### src/rtl/alu_result_log.sv
// alu_result_log: circular history of ALU results {C,Flags} with browse
// controls and a registered display mux (live value or selected entry).
// Optional feature macro: ALU_LOG_CLEAR_EN adds a synchronous 'clear' input.
module alu_result_log #(
    parameter int DEPTH = 8,
    parameter int DW    = 16,
    parameter int FW    = 5
) (
    input  logic                       CLOCK_50,
    input  logic                       reset,
    input  logic                       capture,
    input  logic [DW-1:0]              C,
    input  logic [FW-1:0]              Flags,
    input  logic                       browse_prev,
    input  logic                       browse_next,
    input  logic                       live_sel,
`ifdef ALU_LOG_CLEAR_EN
    input  logic                       clear,
`endif
    output logic [DW-1:0]              disp_value,
    output logic [FW-1:0]              disp_flags,
    output logic [$clog2(DEPTH)-1:0]   disp_index,
    output logic [$clog2(DEPTH):0]     count,
    output logic                       hist_valid,
    output logic                       overflow
);

    localparam int AW = $clog2(DEPTH);

    logic [DW+FW-1:0] r_mem [DEPTH];
    logic [AW-1:0]    r_wr_ptr;
    logic [AW:0]      r_count;
    logic [AW-1:0]    r_view_off;
    logic             r_overflow;

    logic             w_clear;
    logic             w_full;
    logic             w_can_prev;
    logic [AW-1:0]    w_rd_addr;
    logic [DW+FW-1:0] w_rd_data;

`ifdef ALU_LOG_CLEAR_EN
    assign w_clear = clear;
`else
    assign w_clear = 1'b0;
`endif

    assign w_full     = (r_count == (AW+1)'(DEPTH));
    // Stepping older is allowed while view_off+1 still addresses a valid entry
    assign w_can_prev = (({1'b0, r_view_off} + (AW+1)'(1)) < r_count);
    // Newest entry sits just behind the write pointer; wrap is natural
    assign w_rd_addr  = r_wr_ptr - AW'(1) - r_view_off;
    assign w_rd_data  = r_mem[w_rd_addr];

    // History storage write; contents need no reset since count gates validity
    always_ff @(posedge CLOCK_50) begin
        if (capture && !w_clear) begin
            r_mem[r_wr_ptr] <= {C, Flags};
        end
    end

    // Pointer, occupancy, browse offset and sticky overflow bookkeeping
    always_ff @(posedge CLOCK_50 or posedge reset) begin
        if (reset) begin
            r_wr_ptr   <= '0;
            r_count    <= '0;
            r_view_off <= '0;
            r_overflow <= 1'b0;
        end else if (w_clear) begin
            r_wr_ptr   <= '0;
            r_count    <= '0;
            r_view_off <= '0;
            r_overflow <= 1'b0;
        end else if (capture) begin
            r_wr_ptr   <= r_wr_ptr + AW'(1);
            r_view_off <= '0;
            if (w_full) begin
                r_overflow <= 1'b1;
            end else begin
                r_count <= r_count + (AW+1)'(1);
            end
        end else if (browse_prev && !browse_next) begin
            if (w_can_prev) begin
                r_view_off <= r_view_off + AW'(1);
            end
        end else if (browse_next && !browse_prev) begin
            if (r_view_off != '0) begin
                r_view_off <= r_view_off - AW'(1);
            end
        end
    end

    // Registered display mux: live ALU output, empty history, or selected entry
    always_ff @(posedge CLOCK_50 or posedge reset) begin
        if (reset) begin
            disp_value <= '0;
            disp_flags <= '0;
            disp_index <= '0;
            hist_valid <= 1'b0;
        end else begin
            disp_index <= r_view_off;
            if (live_sel) begin
                disp_value <= C;
                disp_flags <= Flags;
                hist_valid <= 1'b0;
            end else if (r_count == '0) begin
                disp_value <= '0;
                disp_flags <= '0;
                hist_valid <= 1'b0;
            end else begin
                disp_value <= w_rd_data[DW+FW-1:FW];
                disp_flags <= w_rd_data[FW-1:0];
                hist_valid <= 1'b1;
            end
        end
    end

    assign count    = r_count;
    assign overflow = r_overflow;

endmodule

### config.mk
export PLATFORM = sky130hd
export DESIGN_NAME = alu_result_log
export DESIGN_NICKNAME = d
export VERILOG_FILES = /design/src/rtl/alu_result_log.sv
export SDC_FILE = /design/constraint.sdc
export NUM_CORES = 1
export LEC_CHECK = 0
export BUFFER_PORTS_ARGS = -buffer_cell sky130_fd_sc_hd__buf_4
export CORE_MARGIN = 2
export CORE_UTILIZATION = 55
export CTS_BUF_LIST = sky130_fd_sc_hd__clkbuf_16
export DETAILED_ROUTE_END_ITERATION = 10
export PLACE_DENSITY = 0.79
export SETUP_SLACK_MARGIN = 0.02
export SLEW_MARGIN = 20
export SYNTH_ARGS = -nofsm -noshare
export SYNTH_HDL_FRONTEND = slang
export SYNTH_SLANG_ARGS = --single-unit
### constraint.sdc
create_clock -name CLOCK_50 -period 3.3 [get_ports CLOCK_50]
set_input_delay 0.495 -clock CLOCK_50 [delete_from_list [all_inputs] [get_ports CLOCK_50]]
set_output_delay 0.495 -clock CLOCK_50 [all_outputs]
set_load 0.02 [all_outputs]
==> results of run 1 <==
-- final cells by class --
class | count | area (um^2) | area share
Sequential cell | 204 | 5950 | 0.635
Timing Repair Buffer | 69 | 556 | 0.0593
Clock inverter | 16 | 72.6 | 0.00775
Tap cell | 184 | 230 | 0.0246
Multi-Input combinational cell | 163 | 2010 | 0.214
Inverter | 8 | 30.0 | 0.00321
Clock buffer | 21 | 526 | 0.0561
-- layout by cell type (no fill, tap or decap), drive strengths merged, types with 2 or more instances in the layout --
cell type / count
clkbuf: 21
xor2: 4
clkinvlp: 3
mux4: 42
nor3: 2
mux2: 5
o21ai: 22
fa: 2
edfxtp: 168
nand2: 26
ha: 9
nand2b: 3
dfrtp: 36
buf: 69
nor2b: 2
inv: 16
xnor2: 5
mux2i: 21
clkinv: 5
nor2: 9
-- power groups by stage --
stage | clock network [mW] | registers [mW] | logic, mW
after detailed placement | 0 | 3.63 | 4.11
after global routing | 2.17 | 3.62 | 4.40
after CTS | 2.07 | 3.58 | 4.17
after floorplan | 0 | 3.75 | 2.93
after global placement | 0 | 3.60 | 3.99
final | 2.04 | 3.58 | 4.10
-- critical path, delay by kind of cell, from the launching register on --
family | cells | cell delay, ns
adders and majority gates | 2 | 0.63
AOI/OAI and AO/OA | 1 | 0.09
muxes | 1 | 0.32
xor gates and xnor gates | 2 | 1.08
buffers and inverters | 1 | 0.13
DFF | 1 | 0.44
-- state kept, by name, summed over array words and instances, names as in the netlist --
signal	flops
r_view_off	3
r_mem	168
count	4
disp_index	3
disp_flags	5
hist_valid	1
r_wr_ptr	3
disp_value	16
overflow	1
-- through the flow --
step                      hold slack, ns  power [mW]
after global placement             0.444        7.59
after detailed placement           0.462        7.74
final                              0.157        9.72
after floorplan                    0.374        6.68
after CTS                          0.167        9.82
after global routing               0.212        10.2
-- metal layers --
metal / wire [um] / up-vias
met5: 0 / -
met4: 456 / 0
met3: 941 / 38
met2: 7780 / 146
met1: 6000 / 1994
li1: - / 1727
-- cell families after synthesis --
logic type | Yosys count | synth area share
fa+ha+maj | 11 | 0.0189
simple gates | 45 | 0.0238
compound gates | 30 | 0.0213
buf+inv | 27 | 0.0207
mux | 68 | 0.166
xor+xnor | 9 | 0.0144
flops | 204 | 0.735
-- path summary, 6_finish.rpt --
| path | start | to | slack (ns) | depth (start not counted) |
|---|---|---|---|---|
| max in group asynchronous | reset | disp_value[6]$_DFF_PP0_ | 2.77 | 3 |
| worst max register to register | r_view_off[0]$_DFFE_PP0P_ | disp_value[4]$_DFF_PP0_ | 0.45 | 7 |
| worst max-delay path | r_view_off[0]$_DFFE_PP0P_ | disp_value[4]$_DFF_PP0_ | 0.45 | 7 |
| min in group CLOCK_50 | Flags[3] | r_mem[1][3]$_DFFE_PP_ | 0.25 | 1 |
| worst min-delay path | reset | disp_value[3]$_DFF_PP0_ | 0.16 | 3 |
| worst min register to register | r_view_off[1]$_DFFE_PP0P_ | disp_index[1]$_DFF_PP0_ | 0.48 | 0 |
==> summary.md, run 1 <==
| Metric | Value |
|---|---|
| Layer with the highest usage | met2 |
| Area of the core | 14,400 um^2 |
| Nets@finish | 505 |
| Int Power | 6.51 mW |
| TritonCTS buffer count | 21 |
| Number of register bits inferred by synthesis | 204 |
| Global Route met3 Usage | 0.0338 |
| Layout cells sized above 1 | 0.247 |
| Sequential Power Share | 0.368 |
| Pin count of the biggest net entering global routing | 37 |
| Number of hold buffers added after CTS | 0 |
| Global-route usage over all layers | 0.199 |
| Via Count | 3,905 |
| Clock slew at the register clock pins of the worst setup and hold paths | 0.06 ns |
| Std cell rows | 44 |
| Final critical-path required period | 2.85 ns |
| Cell count after placement | 628 |
| Hold Vio Cnt, Final | 0 |
| Combinational share of power | 0.422 |
| Cell with the most instances after synthesis | sky130_fd_sc_hd__edfxtp_1 |
| Setup TNS | 0 ns |
| Post-synthesis cell count | 394 |
| Overall routed net length | 15,200 um |
| Area growth from synthesis to final layout | 15.8% |
| Switching share of power | 0.330 |
| Cell types occupying the most area after synthesis | sky130_fd_sc_hd__edfxtp_1, sky130_fd_sc_hd__dfrtp_1, sky130_fd_sc_hd__mux4_1, sky130_fd_sc_hd__mux2i_1, sky130_fd_sc_hd__mux4_2 |
| Type of the tightest min-delay check | in2async |
| Netlist cell types | 37 |
| Critical path peak fanout | 21 |
| Layout filler cell count | 943 |
| Sequential cell area fraction in the yosys report | 0.735 |
| Antenna violations before repair | 0 |
| Setup repair after global routing missed its margin | no |
| Transition time at the pin with the least slew margin | 1.12 ns |
| Final Worst Setup Slack | 0.448 ns |
| Switching Power | 3.21 mW |
| Final worst path period share | 0.864 |
| Wire length of the first global-routing pass | 23,600 um |
| Crit-path cells | inv_1 > ha_2 > fa_1 > xor2_4 > xnor2_4 > mux2i_1 > o21ai_1 |
| Finished Layout Cells | 665 |
| Endpoint kind of the worst setup timing path | register |
| Start-to-end type of the worst setup path | reg2reg |
| Max clock buf depth | 3 |
| Rel. slew slack | 0.251 |
| Post-synth EDFFs | 168 |
| Synth area leader | sky130_fd_sc_hd__edfxtp_1 |
| Total congestion overflow | 0 |
| Final weighted congestion in routability-driven placement | 0.726 |
| Die Height | 125 um |
| TritonCTS Sinks | 204 |
| Starting density of the core | 0.561 |
| Areal power density over the cells | 1040 nW/um^2 |
| Post-synth ARST share | 0.176 |
| Worst endpoint required time | 3.62 ns |
| Core occupancy in the finished layout | 0.649 |
| WL per Instance | 22.8 um |
| Cell with the largest stage delay on the worst path | sky130_fd_sc_hd__xnor2_4 |
| Clock skew | 0.00613 ns |
| Highest clock rate | 0.351 GHz |
| Number of iterations in the first detailed-routing pass | 4 |
| Critical Path AT | 3.17 ns |
| DP Wirelength | 8470 um |
| Area fraction of the dominant cell type after synthesis | 0.624 |
| Die Area | 15,700 um^2 |
| IO Pins | 57 |
| Post-Syn Area per Cell | 20.5 um^2 |
| Diodes inserted | 0 |
| Predominant post-synthesis flop cell | sky130_fd_sc_hd__edfxtp_1 |
| CTS HTree Levels | 1 |
| Number of vias per cell after detailed routing | 5.87 |
| Yosys warns | 0 |
| M1 GR Usage | 0.261 |
| # resized after CTS | 0 |
| Overall die width | 125 um |
| Post-placement setup slack | 0.437 ns |
| Commonest cells in the netlist | sky130_fd_sc_hd__edfxtp_1, sky130_fd_sc_hd__dfrtp_1, sky130_fd_sc_hd__mux4_1 |
| Synthesized cell area | 8090 um^2 |
| Count of buffers from port buffering | 56 |
| Number of global-route vias before repair | 4,135 |
| Worst vdd ir | 564 uV |
| Max Slew Vio Count | 0 |
| Post-synth net total | 432 |
| Leakage Power | 3.49 nW |
| Slowest Stage Delay on Critical Path | 0.88 ns |
| Max-cap check violation count | 0 |
| Post-Layout Inst Area | 9370 um^2 |
| Global routing met2 resource utilization | 0.336 |
| TritonCTS clock tree | built |
| Outcome | finished, final reports clean |
| Detailed router's first-iteration violation count | 325 |
| Clock network fraction of total power | 0.210 |
| Placed Instance Area | 8770 um^2 |
| Final antenna-violating net count | 0 |
| Crit start category | register |
| Setup Buffers After CTS | 0 |
| Skew-Pair Late Insertion Delay | 0.48 ns |
| Final setup vio count | 0 |
| Root buffer selected by CTS | sky130_fd_sc_hd__clkbuf_16 |
| # DRC | 0 |
Note: power is estimated with default switching activity, not from simulation.
==> inputs of run 2 (changes only) <==
--- a/config.mk
+++ b/config.mk
@@ -5,6 +5,7 @@
 export SDC_FILE = /design/constraint.sdc
 export NUM_CORES = 1
 export LEC_CHECK = 0
+export ABC_AREA = 1
 export BUFFER_PORTS_ARGS = -buffer_cell sky130_fd_sc_hd__buf_4
 export CORE_MARGIN = 2
 export CORE_UTILIZATION = 55
==> run 2 against run 1 <==
  * Routed wire length grew 23%
  * Synthesized area grew 3.7%
  * Sequential cell count is the same
==> summary.md, run 2 <==
| Metric | Value |
|---|---|
| Outcome | finished, final reports clean |
| Pin count of the biggest net entering global routing | 85 |
| Diodes inserted | 0 |
| Rel. slew slack | 0.390 |
| Std cell rows | 45 |
| TritonCTS clock tree | built |
| Wire length of the first global-routing pass | 29,500 um |
| Post-synthesis cell count | 749 |
| Clock skew | 0.0168 ns |
| Hold Vio Cnt, Final | 0 |
| Root buffer selected by CTS | sky130_fd_sc_hd__clkbuf_16 |
| Cell depth of the worst flop-to-flop path | 10 |
| Setup Buffers After CTS | 0 |
| Number of global-route vias before repair | 5,493 |
| Crit-path cells | inv_1 > ha_2 > fa_1 > inv_2 > buf_4 > nand3_1 > nand2_1 > nand2_1 > nand3_1 > nand2_1 |
| Worst reg2reg path endpoint | disp_flags[2]$_DFF_PP0_ |
| Number of iterations in the first detailed-routing pass | 5 |
| Commonest non-fill, non-tap cells in the layout | sky130_fd_sc_hd__nand2_1, sky130_fd_sc_hd__edfxtp_1, sky130_fd_sc_hd__nand3_1 |
| Largest register by flop count | r_mem |
| Final worst path period share | 0.753 |
| Die Area | 16,300 um^2 |
| Critical path peak fanout | 24 |
| Cell with the most instances after synthesis | sky130_fd_sc_hd__nand2_1 |
| Max Slew Vio Count | 0 |
| # resized after CTS | 0 |
| Start-to-end type of the worst setup path | reg2reg |
| Synthesized cell area | 8390 um^2 |
| Final weighted congestion in routability-driven placement | 0.822 |
| Max-cap check violation count | 0 |
| Starting density of the core | 0.558 |
| Final total power | 9.55 mW |
| Critical Path AT | 2.87 ns |
| Post-synth ARST share | 0.176 |
| Post-Layout Inst Area | 9660 um^2 |
| Post-Syn Area per Cell | 11.2 um^2 |
| # DRC | 0 |
| Type of the tightest min-delay check | in2async |
| Leakage Power | 4.02 nW |
| Global-route usage over all layers | 0.237 |
| IO Pins | 57 |
| TritonCTS buffer count | 22 |
| Cell type with the highest occurrence count on the critical path | sky130_fd_sc_hd__nand2_1 |
| Predominant post-synthesis flop cell | sky130_fd_sc_hd__edfxtp_1 |
| Final critical-path required period | 2.49 ns |
| Worst endpoint required time | 3.68 ns |
| Commonest non-fill, non-tap cell in the layout | sky130_fd_sc_hd__nand2_1 |
| Post-synth net total | 787 |
| DP Wirelength | 10,800 um |
| Cell types occupying the most area after synthesis | sky130_fd_sc_hd__edfxtp_1, sky130_fd_sc_hd__nand2_1, sky130_fd_sc_hd__dfrtp_1, sky130_fd_sc_hd__nand3_1, sky130_fd_sc_hd__ha_1 |
| Skew-Pair Late Insertion Delay | 0.50 ns |
| Commonest cells in the netlist | sky130_fd_sc_hd__nand2_1, sky130_fd_sc_hd__edfxtp_1, sky130_fd_sc_hd__nand3_1 |
| Area fraction of the dominant cell type after synthesis | 0.601 |
| Setup TNS | 0 ns |
| Final antenna-violating net count | 0 |
| Setup repair after global routing missed its margin | no |
| Crit start category | register |
| Overall die width | 128 um |
| Max FFs per register | 168 |
| WL per Instance | 18.5 um |
| Detailed router's first-iteration violation count | 594 |
| Area of the core | 15,000 um^2 |
| Clock slew at the register clock pins of the worst setup and hold paths | 0.06 ns |
| Post-synth EDFFs | 168 |
| Max clock buf depth | 3 |
| Slowest Stage Delay on Critical Path | 0.44 ns |
| Biggest registers after layout | r_mem (168), disp_value (16), disp_flags (5) |
| Via Count | 5,594 |
| Antenna violations before repair | 0 |
| Number of hold buffers added after CTS | 0 |
| Register-to-register setup slack | 0.81 ns |
| Layout cells sized above 1 | 0.145 |
| Area growth from synthesis to final layout | 15.2% |
| Transition time at the pin with the least slew margin | 0.914 ns |
| Synth area leader | sky130_fd_sc_hd__edfxtp_1 |
| Worst vdd ir | 908 uV |
| Sequential cell area fraction in the yosys report | 0.709 |
| Placed Instance Area | 8970 um^2 |
| Post-placement setup slack | 0.838 ns |
| Final Worst Setup Slack | 0.815 ns |
| Number of register bits inferred by synthesis | 204 |
| Overall routed net length | 18,700 um |
| TritonCTS Sinks | 204 |
| Nets@finish | 845 |
| Highest clock rate | 0.402 GHz |
| Final setup vio count | 0 |
| Netlist cell types | 23 |
| CTS HTree Levels | 1 |
| R2R Path Start | r_view_off[0]$_DFFE_PP0P_ |
| Cell with the largest stage delay on the worst path | sky130_fd_sc_hd__dfrtp_1 |
| Areal power density over the cells | 988 nW/um^2 |
| Endpoint kind of the worst setup timing path | register |
| Number of vias per cell after detailed routing | 5.53 |
| Count of buffers from port buffering | 56 |
| Die Height | 128 um |
| Yosys warns | 0 |
| Total congestion overflow | 0 |
## run 2: changes by cell type after synthesis, moves of 7 or more
cell                      change
sky130_fd_sc_hd__inv_1        +9
sky130_fd_sc_hd__o21ai_1     -21
sky130_fd_sc_hd__buf_2       +16
sky130_fd_sc_hd__mux4_1      -34
sky130_fd_sc_hd__nand2_1    +303
sky130_fd_sc_hd__inv_2        +7
sky130_fd_sc_hd__nand3_1    +112
sky130_fd_sc_hd__mux2i_1     -21
sky130_fd_sc_hd__buf_4        +8
sky130_fd_sc_hd__mux4_2       -8
## run 2: worst max-delay path by stage
stage                                    startpoint                       to  cells after the start
after global routing      r_view_off[0]$_DFFE_PP0P_  disp_flags[2]$_DFF_PP0_                     10
after detailed placement  r_view_off[0]$_DFFE_PP0P_  disp_flags[2]$_DFF_PP0_                     10
final                     r_view_off[0]$_DFFE_PP0P_  disp_flags[2]$_DFF_PP0_                     10
after floorplan                             capture    r_mem[1][0]$_DFFE_PP_                      3
after CTS                 r_view_off[0]$_DFFE_PP0P_  disp_flags[2]$_DFF_PP0_                     10
after global placement    r_view_off[0]$_DFFE_PP0P_  disp_value[2]$_DFF_PP0_                     10
## run 2: cell families after synthesis
logic type / after synthesis / synth area share
and+or+nand+nor: 462 / 0.225
xor gates and xnor gates: 6 / 0.00626
buffers and inverters: 61 / 0.0374
DFF: 204 / 0.709
adders and majority gates: 11 / 0.0182
AOI/OAI and AO/OA: 5 / 0.00403
## run 2: final cells by class
type,count,area (um^2)
timing repair buffer,71,546
tap,188,235
clock inverter,16,91.3
multi-input combinational,484,2150
inverter,24,90.1
fill,1141,5370
clock buffer,24,601
sequential,204,5950
## run 2: worst max-delay path, delay by kind of cell (launching register included)
| kind | cells | cell delay, ns |
|---|---|---|
| AND/OR/NAND/NOR | 5 | 0.39 |
| flip-flops | 1 | 0.44 |
| adder cells (fa/ha/maj) | 2 | 0.64 |
| buffers and inverters | 3 | 0.89 |
## run 2: power breakdown
group	internal, mW	switching (mW)
logic	1.21	2.59
clock network	1.38	0.952
registers	3.23	0.200
total	5.81	3.74
## run 2: per-layer routing
metal / up-vias / wire length, um / global-route usage
met2: 250 / 9360 / 0.396
met5: - / 0 / 0
met1: 2679 / 7430 / 0.313
met4: 0 / 457 / 0.0840
li1: 2629 / - / -
met3: 36 / 1460 / 0.0452
## run 2: stage by stage
stage	std cells	utilization	hold slack, ns
2_1_floorplan	749	-	0.349
3_3_place_gp	971	0.597	0.439
3_5_place_dp	971	0.597	0.438
4_1_cts	1011	0.643	0.000345
5_1_grt	1011	0.643	0.0314
6_report	1011	0.643	0.00595
==> inputs of run 3 (changes only) <==
==> constraint.sdc (replaced) <==
create_clock -name CLOCK_50 -period 2.4 [get_ports CLOCK_50]
set_input_delay 0.36 -clock CLOCK_50 [delete_from_list [all_inputs] [get_ports CLOCK_50]]
set_output_delay 0.36 -clock CLOCK_50 [all_outputs]
set_load 0.02 [all_outputs]
==> run 3 against run 2 <==
  * Via count increased by 1.2%
  * Setup slack worse by 0.55 ns
  * Die area unchanged
  * Design area increased by 0.88%
  * Sequential share of layout area fell by 0.54 points
==> summary.md, run 3 (synthesis gave the netlist of run 2 again) <==
| Metric | Value |
|---|---|
| DP Wirelength | 11,000 um |
| TritonCTS clock tree | built |
| Area of the core | 15,000 um^2 |
| TritonCTS buffer count | 21 |
| Int Power | 8.04 mW |
| Core occupancy in the finished layout | 0.648 |
| Outcome | finished, final reports clean |
| Biggest registers after layout | r_mem (168), disp_value (16), disp_flags (5) |
| Transition time at the pin with the least slew margin | 0.638 ns |
| Max FFs per register | 168 |
| Worst endpoint required time | 2.77 ns |
| TritonCTS Sinks | 204 |
| Setup repair after global routing missed its margin | no |
| Via Count | 5,659 |
| Layout cells sized above 1 | 0.155 |
| Commonest non-fill, non-tap cell in the layout | sky130_fd_sc_hd__nand2_1 |
| Total congestion overflow | 0 |
| Final setup vio count | 0 |
| Endpoint kind of the worst setup timing path | register |
| IO Pins | 57 |
| Starting density of the core | 0.558 |
| Critical Path AT | 2.50 ns |
| Largest register by flop count | r_mem |
| Clock skew | 0.00762 ns |
| Crit start category | register |
| Final Worst Setup Slack | 0.263 ns |
| Rel. slew slack | 0.574 |
| CTS HTree Levels | 1 |
| Number of iterations in the first detailed-routing pass | 5 |
| Start-to-end type of the worst setup path | reg2reg |
| Combinational share of power | 0.420 |
| Diodes inserted | 0 |
| Number of vias per cell after detailed routing | 5.54 |
| Die Area | 16,300 um^2 |
| Areal power density over the cells | 1360 nW/um^2 |
| Global-route usage over all layers | 0.235 |
| Area growth from synthesis to final layout | 16.2% |
| Setup TNS | 0 ns |
| Max Slew Vio Count | 0 |
| Count of buffers from port buffering | 56 |
| Max-cap check violation count | 0 |
| # DRC | 0 |
| Overall die width | 128 um |
| Final critical-path required period | 2.14 ns |
| CP top delay family | adder cells |
| Cell type with the highest occurrence count on the critical path | sky130_fd_sc_hd__nand2_1 |
| Switching share of power | 0.391 |
| Switching Power | 5.17 mW |
| Worst hold slack | 0.108 ns |
| Final antenna-violating net count | 0 |
| Cell with the largest stage delay on the worst path | sky130_fd_sc_hd__fa_1 |
| Leakage Power | 4.07 nW |
| Slowest Stage Delay on Critical Path | 0.47 ns |
| Post-placement setup slack | 0.267 ns |
| Hold Vio Cnt, Final | 0 |
| Clock network fraction of total power | 0.224 |
| Nets@finish | 857 |
| Type of the tightest min-delay check | in2reg |
| Number of global-route vias before repair | 5,651 |
| Wire length of the first global-routing pass | 29,400 um |
| Pin count of the biggest net entering global routing | 49 |
| Std cell rows | 45 |
| Final weighted congestion in routability-driven placement | 0.822 |
| Die Height | 128 um |
| Skew-Pair Late Insertion Delay | 0.49 ns |
| Critical path peak fanout | 30 |
| Highest clock rate | 0.468 GHz |
| Root buffer selected by CTS | sky130_fd_sc_hd__clkbuf_16 |
| Final worst path period share | 0.890 |
| WL per Instance | 18.2 um |
| Clock slew at the register clock pins of the worst setup and hold paths | 0.06 ns |
| Overall routed net length | 18,600 um |
| Worst vdd ir | 833 uV |
| Detailed router's first-iteration violation count | 545 |
| Sequential Power Share | 0.356 |
| Commonest non-fill, non-tap cells in the layout | sky130_fd_sc_hd__nand2_1, sky130_fd_sc_hd__edfxtp_1, sky130_fd_sc_hd__nand3_1 |
| Crit-path cells | inv_1 > ha_2 > fa_1 > inv_2 > buf_12 > nand3_1 > nand2_1 > nand2_1 > nand3_1 > nand2_1 |
| Antenna violations before repair | 0 |
| Count of buffer and inverter cells on the critical path | 3 |
| Max clock buf depth | 3 |
-- run 3: area by class of cell --
cell class	count	area (um^2)
multi-input cells	484	2150
inverters	24	90.1
fillers	1090	5290
well taps	188	235
flip-flops and latches	204	5950
clock buffers	21	526
clock inverters	17	101
repair buffers	84	696
-- run 3: final timing paths --
kind | start | end | cells past startpoint | slack, ns
max reg2reg | r_view_off[0]$_DFFE_PP0P_ | disp_value[6]$_DFF_PP0_ | 10 | 0.26
min reg2reg | r_view_off[1]$_DFFE_PP0P_ | disp_index[1]$_DFF_PP0_ | 0 | 0.44
max | r_view_off[0]$_DFFE_PP0P_ | disp_value[6]$_DFF_PP0_ | 10 | 0.26
min | C[4] | r_mem[2][9]$_DFFE_PP_ | 1 | 0.11
max in group asynchronous | reset | disp_index[2]$_DFF_PP0_ | 4 | 1.24
min in group asynchronous | reset | disp_value[0]$_DFF_PP0_ | 3 | 0.52
-- run 3: timing repair --
item | in CTS | in global routing
endpoints found under the hold margin | 0 | 9
resized for setup | 0 | 0
hold buffers | 0 | 1
setup buffers | 0 | 0
-- run 3: routing by layer --
layer  part of all wire  global-route usage
met5                  0                   0
met2               0.50               0.397
met4              0.026              0.0886
met1               0.40               0.311
met3              0.076              0.0352
-- run 3: stage by stage --
step / cells / instance area [um^2] / total power [mW]
6_report: 1022 / 9750 / 13.2
5_1_grt: 1022 / 9750 / 14.1
4_1_cts: 1021 / 9740 / 13.2
3_5_place_dp: 983 / 9110 / 10.3
3_3_place_gp: 983 / 9110 / 10.1
2_1_floorplan: 749 / 8390 / 8.48
-- run 3: power groups by stage --
stage	clock network, mW	logic (mW)	registers [mW]
floorplan	0	3.49	4.99
global placement	0	5.34	4.75
detailed placement	0	5.50	4.76
CTS	3.01	5.54	4.70
global route	3.15	6.19	4.74
finish	2.96	5.55	4.70
-- run 3: worst register-to-register path, stage by stage, from the launching register on --
cell and delay, ns:
sky130_fd_sc_hd__dfrtp_1 0.37, sky130_fd_sc_hd__inv_1 0.14, sky130_fd_sc_hd__ha_2 0.20, sky130_fd_sc_hd__fa_1 0.47
sky130_fd_sc_hd__inv_2 0.20, sky130_fd_sc_hd__buf_12 0.24, sky130_fd_sc_hd__nand3_1 0.12, sky130_fd_sc_hd__nand2_1 0.07
sky130_fd_sc_hd__nand2_1 0.05, sky130_fd_sc_hd__nand3_1 0.09, sky130_fd_sc_hd__nand2_1 0.07
